`config.mk`:
```
export PLATFORM = sky130hd
export DESIGN_NAME = interpolator_1
export DESIGN_NICKNAME = d
export VERILOG_FILES = /design/src/rtl/interp_pkg.sv /design/src/rtl/interp_phase_ctr.sv /design/src/rtl/interpolator_1.sv
export SDC_FILE = /design/constraint.sdc
export NUM_CORES = 1
export LEC_CHECK = 0
export ABC_CLOCK_PERIOD_IN_PS = 2020
export BUFFER_PORTS_ARGS = -buffer_cell sky130_fd_sc_hd__clkbuf_2
export CORE_AREA = 2 2 75 77
export DETAILED_ROUTE_END_ITERATION = 6
export DIE_AREA = 0 0 77 79
export GPL_ROUTABILITY_DRIVEN = 0
export PLACE_DENSITY = 0.41
export SLEW_MARGIN = 25
export SYNTH_ARGS = -nofsm -noshare
export SYNTH_HDL_FRONTEND = slang
export SYNTH_SLANG_ARGS = --single-unit
export TNS_END_PERCENT = 30
```
`constraint.sdc`:
```
create_clock -name clock -period 2.02 [get_ports clock]
set_input_delay 0.101 -clock clock [delete_from_list [all_inputs] [get_ports clock]]
set_output_delay 0.101 -clock clock [all_outputs]
set_load 0.02 [all_outputs]
```
`src/rtl/interp_pkg.sv`:
```
// Shared types, default sizes and interpolation arithmetic for interpolator_1.
package interp_pkg;

  localparam int unsigned INTERP_WORD_LENGTH = 8;
  localparam int unsigned INTERP_LOG2_FACTOR = 2;

  typedef enum logic [1:0] {
    EMPTY  = 2'd0,
    PRIMED = 2'd1,
    RUN    = 2'd2
  } interp_state_t;

  // Operands arrive sign-extended to 32 bits; the arithmetic shift floors toward -inf.
  function automatic logic signed [31:0] interp_point(
    input logic signed [31:0] prev,
    input logic signed [31:0] curr,
    input logic        [31:0] ph,
    input int unsigned        log2_factor = INTERP_LOG2_FACTOR
  );
    logic signed [31:0] prod;
    prod = (curr - prev) * $signed(ph);
    return prev + (prod >>> log2_factor);
  endfunction

endpackage

```
`src/rtl/interp_phase_ctr.sv`:
```
// Phase counter for interpolator_1: counts 0..2^Width-1 while enabled, clears on request.
module interp_phase_ctr #(
  parameter int unsigned Width = 2
) (
  input  logic             clock,
  input  logic             reset,
  input  logic             en_i,
  input  logic             clr_i,
  output logic [Width-1:0] ph_o,
  output logic             wrap_o
);

  logic [Width-1:0] ph_q, ph_d;

  assign ph_o   = ph_q;
  assign wrap_o = (ph_q == {Width{1'b1}});

  always_comb begin
    ph_d = ph_q;
    if (clr_i) begin
      ph_d = '0;
    end else if (en_i) begin
      ph_d = wrap_o ? '0 : ph_q + Width'(1);
    end
  end

  always_ff @(posedge clock or negedge reset) begin
    if (!reset) begin
      ph_q <= '0;
    end else begin
      ph_q <= ph_d;
    end
  end

endmodule

```
`src/rtl/interpolator_1.sv`:
```
// L-times upsampler with linear interpolation between successive samples.
// Define INTERP_LINEAR_EN for linear interpolation; otherwise zero-order hold (y = prev).
module interpolator_1
  import interp_pkg::*;
#(
  parameter int unsigned word_length = INTERP_WORD_LENGTH,
  parameter int unsigned log2_factor = INTERP_LOG2_FACTOR
) (
  input  logic                   clock,
  input  logic                   reset,
  input  logic [word_length-1:0] data_in,
  input  logic                   in_valid,
  output logic                   in_ready,
  input  logic                   hold,
  output logic [word_length-1:0] data_out,
  output logic                   out_valid,
  output logic                   underrun
);

  interp_state_t          state_q, state_d;
  logic [word_length-1:0] prev_q, prev_d;
  logic [word_length-1:0] curr_q, curr_d;
  logic [word_length-1:0] data_out_q, data_out_d;
  logic                   out_valid_q, out_valid_d;
  logic                   underrun_q, underrun_d;
  logic [log2_factor-1:0] ph;
  logic                   ph_wrap, ph_en, ph_clr;
  logic                   accept;
  logic [word_length-1:0] y;

  interp_phase_ctr #(
    .Width (log2_factor)
  ) u_phase_ctr (
    .clock  (clock),
    .reset  (reset),
    .en_i   (ph_en),
    .clr_i  (ph_clr),
    .ph_o   (ph),
    .wrap_o (ph_wrap)
  );

  assign in_ready = !hold && ((state_q != RUN) || ph_wrap);
  assign accept   = in_valid && in_ready;

`ifdef INTERP_LINEAR_EN
  assign y = word_length'(interp_point(32'($signed(prev_q)), 32'($signed(curr_q)), 32'(ph),
                                       log2_factor));
`else
  logic unused_ph;
  assign unused_ph = ^ph;
  assign y = prev_q;
`endif

  always_comb begin
    state_d     = state_q;
    prev_d      = prev_q;
    curr_d      = curr_q;
    data_out_d  = data_out_q;
    out_valid_d = 1'b0;
    underrun_d  = 1'b0;
    ph_en       = 1'b0;
    ph_clr      = 1'b0;
    if (!hold) begin
      unique case (state_q)
        EMPTY: begin
          if (accept) begin
            curr_d  = data_in;
            state_d = PRIMED;
          end
        end
        PRIMED: begin
          if (accept) begin
            prev_d  = curr_q;
            curr_d  = data_in;
            ph_clr  = 1'b1;
            state_d = RUN;
          end
        end
        RUN: begin
          ph_en       = 1'b1;
          data_out_d  = y;
          out_valid_d = 1'b1;
          // At wrap, a missing sample repeats curr so the next interval is flat.
          if (ph_wrap) begin
            prev_d = curr_q;
            if (accept) begin
              curr_d = data_in;
            end else begin
              underrun_d = 1'b1;
            end
          end
        end
        default: state_d = EMPTY;
      endcase
    end
  end

  always_ff @(posedge clock or negedge reset) begin
    if (!reset) begin
      state_q     <= EMPTY;
      prev_q      <= '0;
      curr_q      <= '0;
      data_out_q  <= '0;
      out_valid_q <= 1'b0;
      underrun_q  <= 1'b0;
    end else begin
      state_q     <= state_d;
      prev_q      <= prev_d;
      curr_q      <= curr_d;
      data_out_q  <= data_out_d;
      out_valid_q <= out_valid_d;
      underrun_q  <= underrun_d;
    end
  end

  assign data_out  = data_out_q;
  assign out_valid = out_valid_q;
  assign underrun  = underrun_q;

endmodule

```
; ---- Yosys cells after proc, flatten, opt, wreduce, memory -nomap -nowiden
; Cells that the tools add are included.
[totals]
latch_bits = 0
ff_bits = 30
n_memories = 0
mem_bits_ro = 0
out_inout_bits = 11
ram_bits = 0
wordCells = 51
inputBits = 12
[classes]
addsub = 1
div_mod_pow = 0
shifts = 0
n_mux = 21
multipliers = 0
bitwise_logic = 2
order_cmp = 0
eq_ne = 7
n_reduce_logical = 13
[op_table]
columns = op, count
row1 = 8-bit two-way mux, 4
row2 = 8-bit case mux with 2 select lines, 2
row3 = 2-bit two-way mux, 5
row4 = 1-bit two-way mux, 9
row5 = 2-bit inequality test (second input constant), 4
row6 = 4-bit AND reduction, 2
row7 = 2-bit case mux with 3 select lines, 1
row8 = 2-bit nonzero test, 3
row9 = 2-bit equality test (second input constant), 2
row10 = 3-bit AND reduction, 1
row11 = 2-bit by 1-bit adder with 2-bit output (second input constant), 1
row12 = 2-bit by 1-bit equality test with 1-bit output (second input constant), 1
row13 = 1-bit logical AND, 2
row14 = 2-bit logical NOT, 1
row15 = 1-bit inverter, 2
row16 = 2-bit AND reduction, 1
row17 = 2-bit OR reduction, 1
row18 = 1-bit logical NOT, 1
row19 = 1-bit logical OR, 1

; ---- Longest topological paths before layout
[depth]
word_depth = 8
ltp_mapped = 5
ltp_nobuf = 4

; ---- Hierarchy
; Synthesis repeated with hierarchy kept, for this count alone.
[hier_totals]
hier_cells = 77
hier_area_um2 = 1218.7
[by_module_without_submodules]
columns = mod, seq_area_each_um2, instances, cells_each, area_per_inst_um2
row1 = interpolator_1, 700.7, 1, 69, 1118.6
row2 = interp_phase_ctr, 50.0, 1, 8, 100.1

; ---- Worst setup path after synthesis
; Ideal clock, no wire load.
[synth_timing]
kind = reg2reg
start = register u_phase_ctr.ph_q[0] (netlist: u_phase_ctr.ph_o[0])
end = register curr_q[0]
stages_incl_launch_ff = 5
setup_ps = 125
arrival_time_ps = 1258
slack_ps = 637
path_buffers = 0
required_time_ps = 1895
synth_period_minus_slack_ps = 1383
cell_sequence = dfrtp_1 > ha_1 > nand2b_1 > a21oi_4 > mux2_2
[synth_via]
elab_chain_len = 7
word_cells_on_any_way = 9
cone_classes = 2 x eq/ne / 3 x mux / 4 x reduce/logical
[synth_lines]
columns = item, line_no
row1 = "start, declared", interp_phase_ctr.sv:13  ; logic [Width-1:0] ph_q, ph_d;
row2 = "start signal, assigned", interp_phase_ctr.sv:31  ; ph_q <= ph_d;
row3 = 2-bit equality test *, interp_phase_ctr.sv:16  ; assign wrap_o = (ph_q == {Width{1'b1}});
row4 = 1-bit logical OR, interpolator_1.sv:42  ; assign in_ready = !hold && ((state_q != RUN) || ph_wrap);
row5 = 1-bit logical AND, interpolator_1.sv:42
row6 = 1-bit logical AND, interpolator_1.sv:43  ; assign accept = in_valid && in_ready;
row7 = 8-bit two-way mux (2 in a row), -
row8 = 8-bit case mux with 2 select lines, -
row9 = "end signal, assigned", interpolator_1.sv:109  ; curr_q <= curr_d;
row10 = "end, declared", interpolator_1.sv:22  ; logic [word_length-1:0] curr_q, curr_d;
; Every way passes the cells marked *; elsewhere a longest branch is shown, timed or not. The select of a mux whose other input is x is not followed.
; A chain may end at the register's enable or synchronous reset.

; ---- Worst setup path in the final report
[layout_timing]
start = register u_phase_ctr.ph_q[1] (netlist: u_phase_ctr.ph_o[1])
end = register curr_q[0]
; The elaborated chain is that of the path after synthesis.

==> run_results.csv <==
group,metric,value,unit
clocking,cts_made_buffers,5,
grt,grt_pass1_vias,800,
drt,finalWirelength,2330,µm
yosys,synth_edf_count,0,
grt,grt_first_pass_wirelength,3910,µm
floorplan,core.rowCount,27,
critical_path,crit_chain,"ha_1 -> nand2b_1 -> a21oi_4 -> mux2_2",
run,maxCapViolCount,0,
power_and_ir_drop,static-leakage-power,0.730,nW
power_and_ir_drop,ir_drop,0.610,mV
final_layout,layout_commonest_cell,"dfrtp_1",
drt,dr_total_vias,734,
critical_path,cp.required,2.17,ns
clocking,clk_pin_slew,0.07,ns
final_layout,drive_gt1_share,51.3,%
yosys,yosys_warnings,0,
final_layout,diodes,0,
critical_path,worstSetupPathType,"reg2reg",
critical_path,critPathArrivalTime,1.78,ns
clocking,cts_max_path_buffers,2,
yosys,synth_area_leader_cell,"dfrtp_1",
yosys,yosysUniqueCellTypes,24,
floorplan,dieArea,0.00608,mm²
sta,setup_viol,0,
clocking,clock_latency,0.27,ns
sta,fin_ws,0.393,ns
yosys,synthTopCellsByArea,"dfrtp_1 59%, mux2_2 13%, mux2_4 9.4%, nand2b_1 2.0%, buf_6 1.8%",
clocking,htreeDepth,2,
clocking,clock_sinks,30,
floorplan,coreArea,0.00534,mm²
clocking,postCtsSetupBuffers,0,
floorplan,die-width,77,µm
sta,period_share,80.6,%
yosys,syn_nets,97,
yosys,ys_seq_area_share,58.7,%
drt,vias_per_cell,3.97,
critical_path,crit_path_start_kind,"flop",
sta,min_period,1.63,ns
grt,grtUsageTotal,8.50,%
critical_path,crit_slowest_cell,"dfrtp_1",
run_status,outcome,"complete, no violations",
drt,drtAntennaViolNets,0,
critical_path,cpPeakStageDelay,0.38,ns
floorplan,io-pin-count,23,
critical_path,crit_family,"flip-flops",
critical_path,end_kind,"flop",
sta,rsz0062_at_grt,"no",
floorplan,initial_core_util,24.0,%
yosys,synth_top_area_share,58.7,%
yosys,netlist_instances,84,
critical_path,cp_num_buf_inv,0,
sta,hold_viol_final,0,
clocking,cts_tree,"done",
placed_design,dpl_worst_slack,0.378,ns
critical_path,critPathMaxFanout,8,
clocking,root_buffer,"clkbuf_8",
yosys,avgSynthCellArea,15.2,µm²
final_layout,nets,125,
yosys,mappedNetlistArea,0.00128,mm²
yosys,ys_ff_latch,30,
drt,drc,0,
yosys,ys.flop_type,"dfrtp_1",
final_layout,areaGrowthSynthToFinish,22.0,%
power_and_ir_drop,p_per_area,1480,mW/mm²
grt,grt_overflow,0,
placed_design,io_buffers,22,
final_layout,regArea,751,µm²
grt,antenna_found_initial,0,
placed_design,dp_hpwl,1520,µm
yosys,synthArstFlopShare,100,%
sta,relSlewSlack,49.6,%
sta,tns,0,ns
final_layout,fill_cells,573,
floorplan,dieHeight,79,µm
sta,fmax,0.615,GHz
clocking,ctsResizeCount,0,
sta,slew_violations,0,
drt,firstDrtPassIters,4,
grt,grt_max_degree,31,
drt,wl_per_cell,12.6,µm
drt,detail_route.iter0.violations,13,
sta,tightest_slew,0.755,ns
final_layout,final_cell_mix,"30 x dfrtp_1, 22 x clkbuf_2, 15 x mux2_2, 8 x mux2_4, 6 x clkbuf_8",
critical_path,reg2reg_slack,0.39,ns
sta,fin_worst_skew,0.00729,ns
worst_hold_path,min_path_type,"in2reg",
final_layout,multiInputGateArea,497,µm²
-- sequential cells by signal, summed over array words and instances, names as in the netlist --
register          flops
u_phase_ctr.ph_o      2
prev_q                8
out_valid             1
state_q               2
curr_q                8
data_out              8
underrun              1
-- what timing repair did --
action                                 in CTS  in global routing
endpoints found under the hold margin      30                  0
setup endpoints to repair                   0                  0
hold buffers                                1                  0
-- layout make-up --
| class | count | area share (%) |
|---|---|---|
| inverters | 1 | 0.241 |
| repair buffers | 24 | 8.18 |
| clock inverters | 1 | 0.321 |
| well taps | 72 | 5.77 |
| clock buffers | 7 | 5.53 |
| flip-flops and latches | 30 | 48.1 |
| multi-input cells | 50 | 31.8 |
-- per-stage QoR --
stage	total power (W)	util, %	instance area [µm²]	cells	hold WS, ns
after floorplan	0.00163	-	1280	84	-0.195
after global placement	0.00183	27.3	1460	176	0.212
after detailed placement	0.00185	27.3	1460	176	0.212
after CTS	0.00235	29.2	1560	185	0.0394
after global routing	0.00248	29.2	1560	185	0.0406
final	0.00231	29.2	1560	185	0.0457
-- worst register-to-register path, stage by stage (launching register included) --
cell and delay (ns):
dfrtp_1 0.38, ha_1 0.25, nand2b_1 0.12, a21oi_4 0.37, mux2_2 0.38
-- cell usage after synthesis (2+ instances only) --
cell	instances
buf_6	2
nand2b_1	4
nor2_1	5
o21ai_0	3
mux2_4	8
mux2_2	15
dfrtp_1	30
-- final timing paths --
kind                                     start           to  cells after the start
max in group asynchronous                reset    curr_q[5]                      2
max                        u_phase_ctr.ph_o[1]    curr_q[0]                      4
max reg2reg                u_phase_ctr.ph_o[1]    curr_q[0]                      4
min                                 data_in[7]    curr_q[7]                      2
min reg2reg                          curr_q[3]    prev_q[3]                      1
min in group asynchronous                reset  data_out[7]                      2
-- cell families (layout without fill, tap and decap cells) --
kind of cell | Yosys count | after routing | share of synthesized area (%)
flip-flops | 30 | 30 | 58.7
multiplexers | 24 | 24 | 23.5
AND/OR/NAND/NOR | 15 | 15 | 8.32
AO/OA/AOI/OAI | 10 | 10 | 6.07
buffers and inverters | 4 | 33 | 2.45
adder cells (fa/ha/maj) | 1 | 1 | 0.978
-- routing by layer --
metal / vias to the layer above / GRT usage (%) / routed length [µm]
li1: 348 / - / -
met5: - / 0 / 0
met1: 365 / 10.6 / 1170
met2: 17 / 13.0 / 1020
met4: 0 / 4.29 / 30
met3: 4 / 3.07 / 104
-- where the power goes --
part           switching, W  total, W  internal, W
registers          0.000181   0.00106     0.000881
clock network      0.000208  0.000482     0.000274
logic              0.000342  0.000763     0.000421
Power figures use the tool's default switching activity.
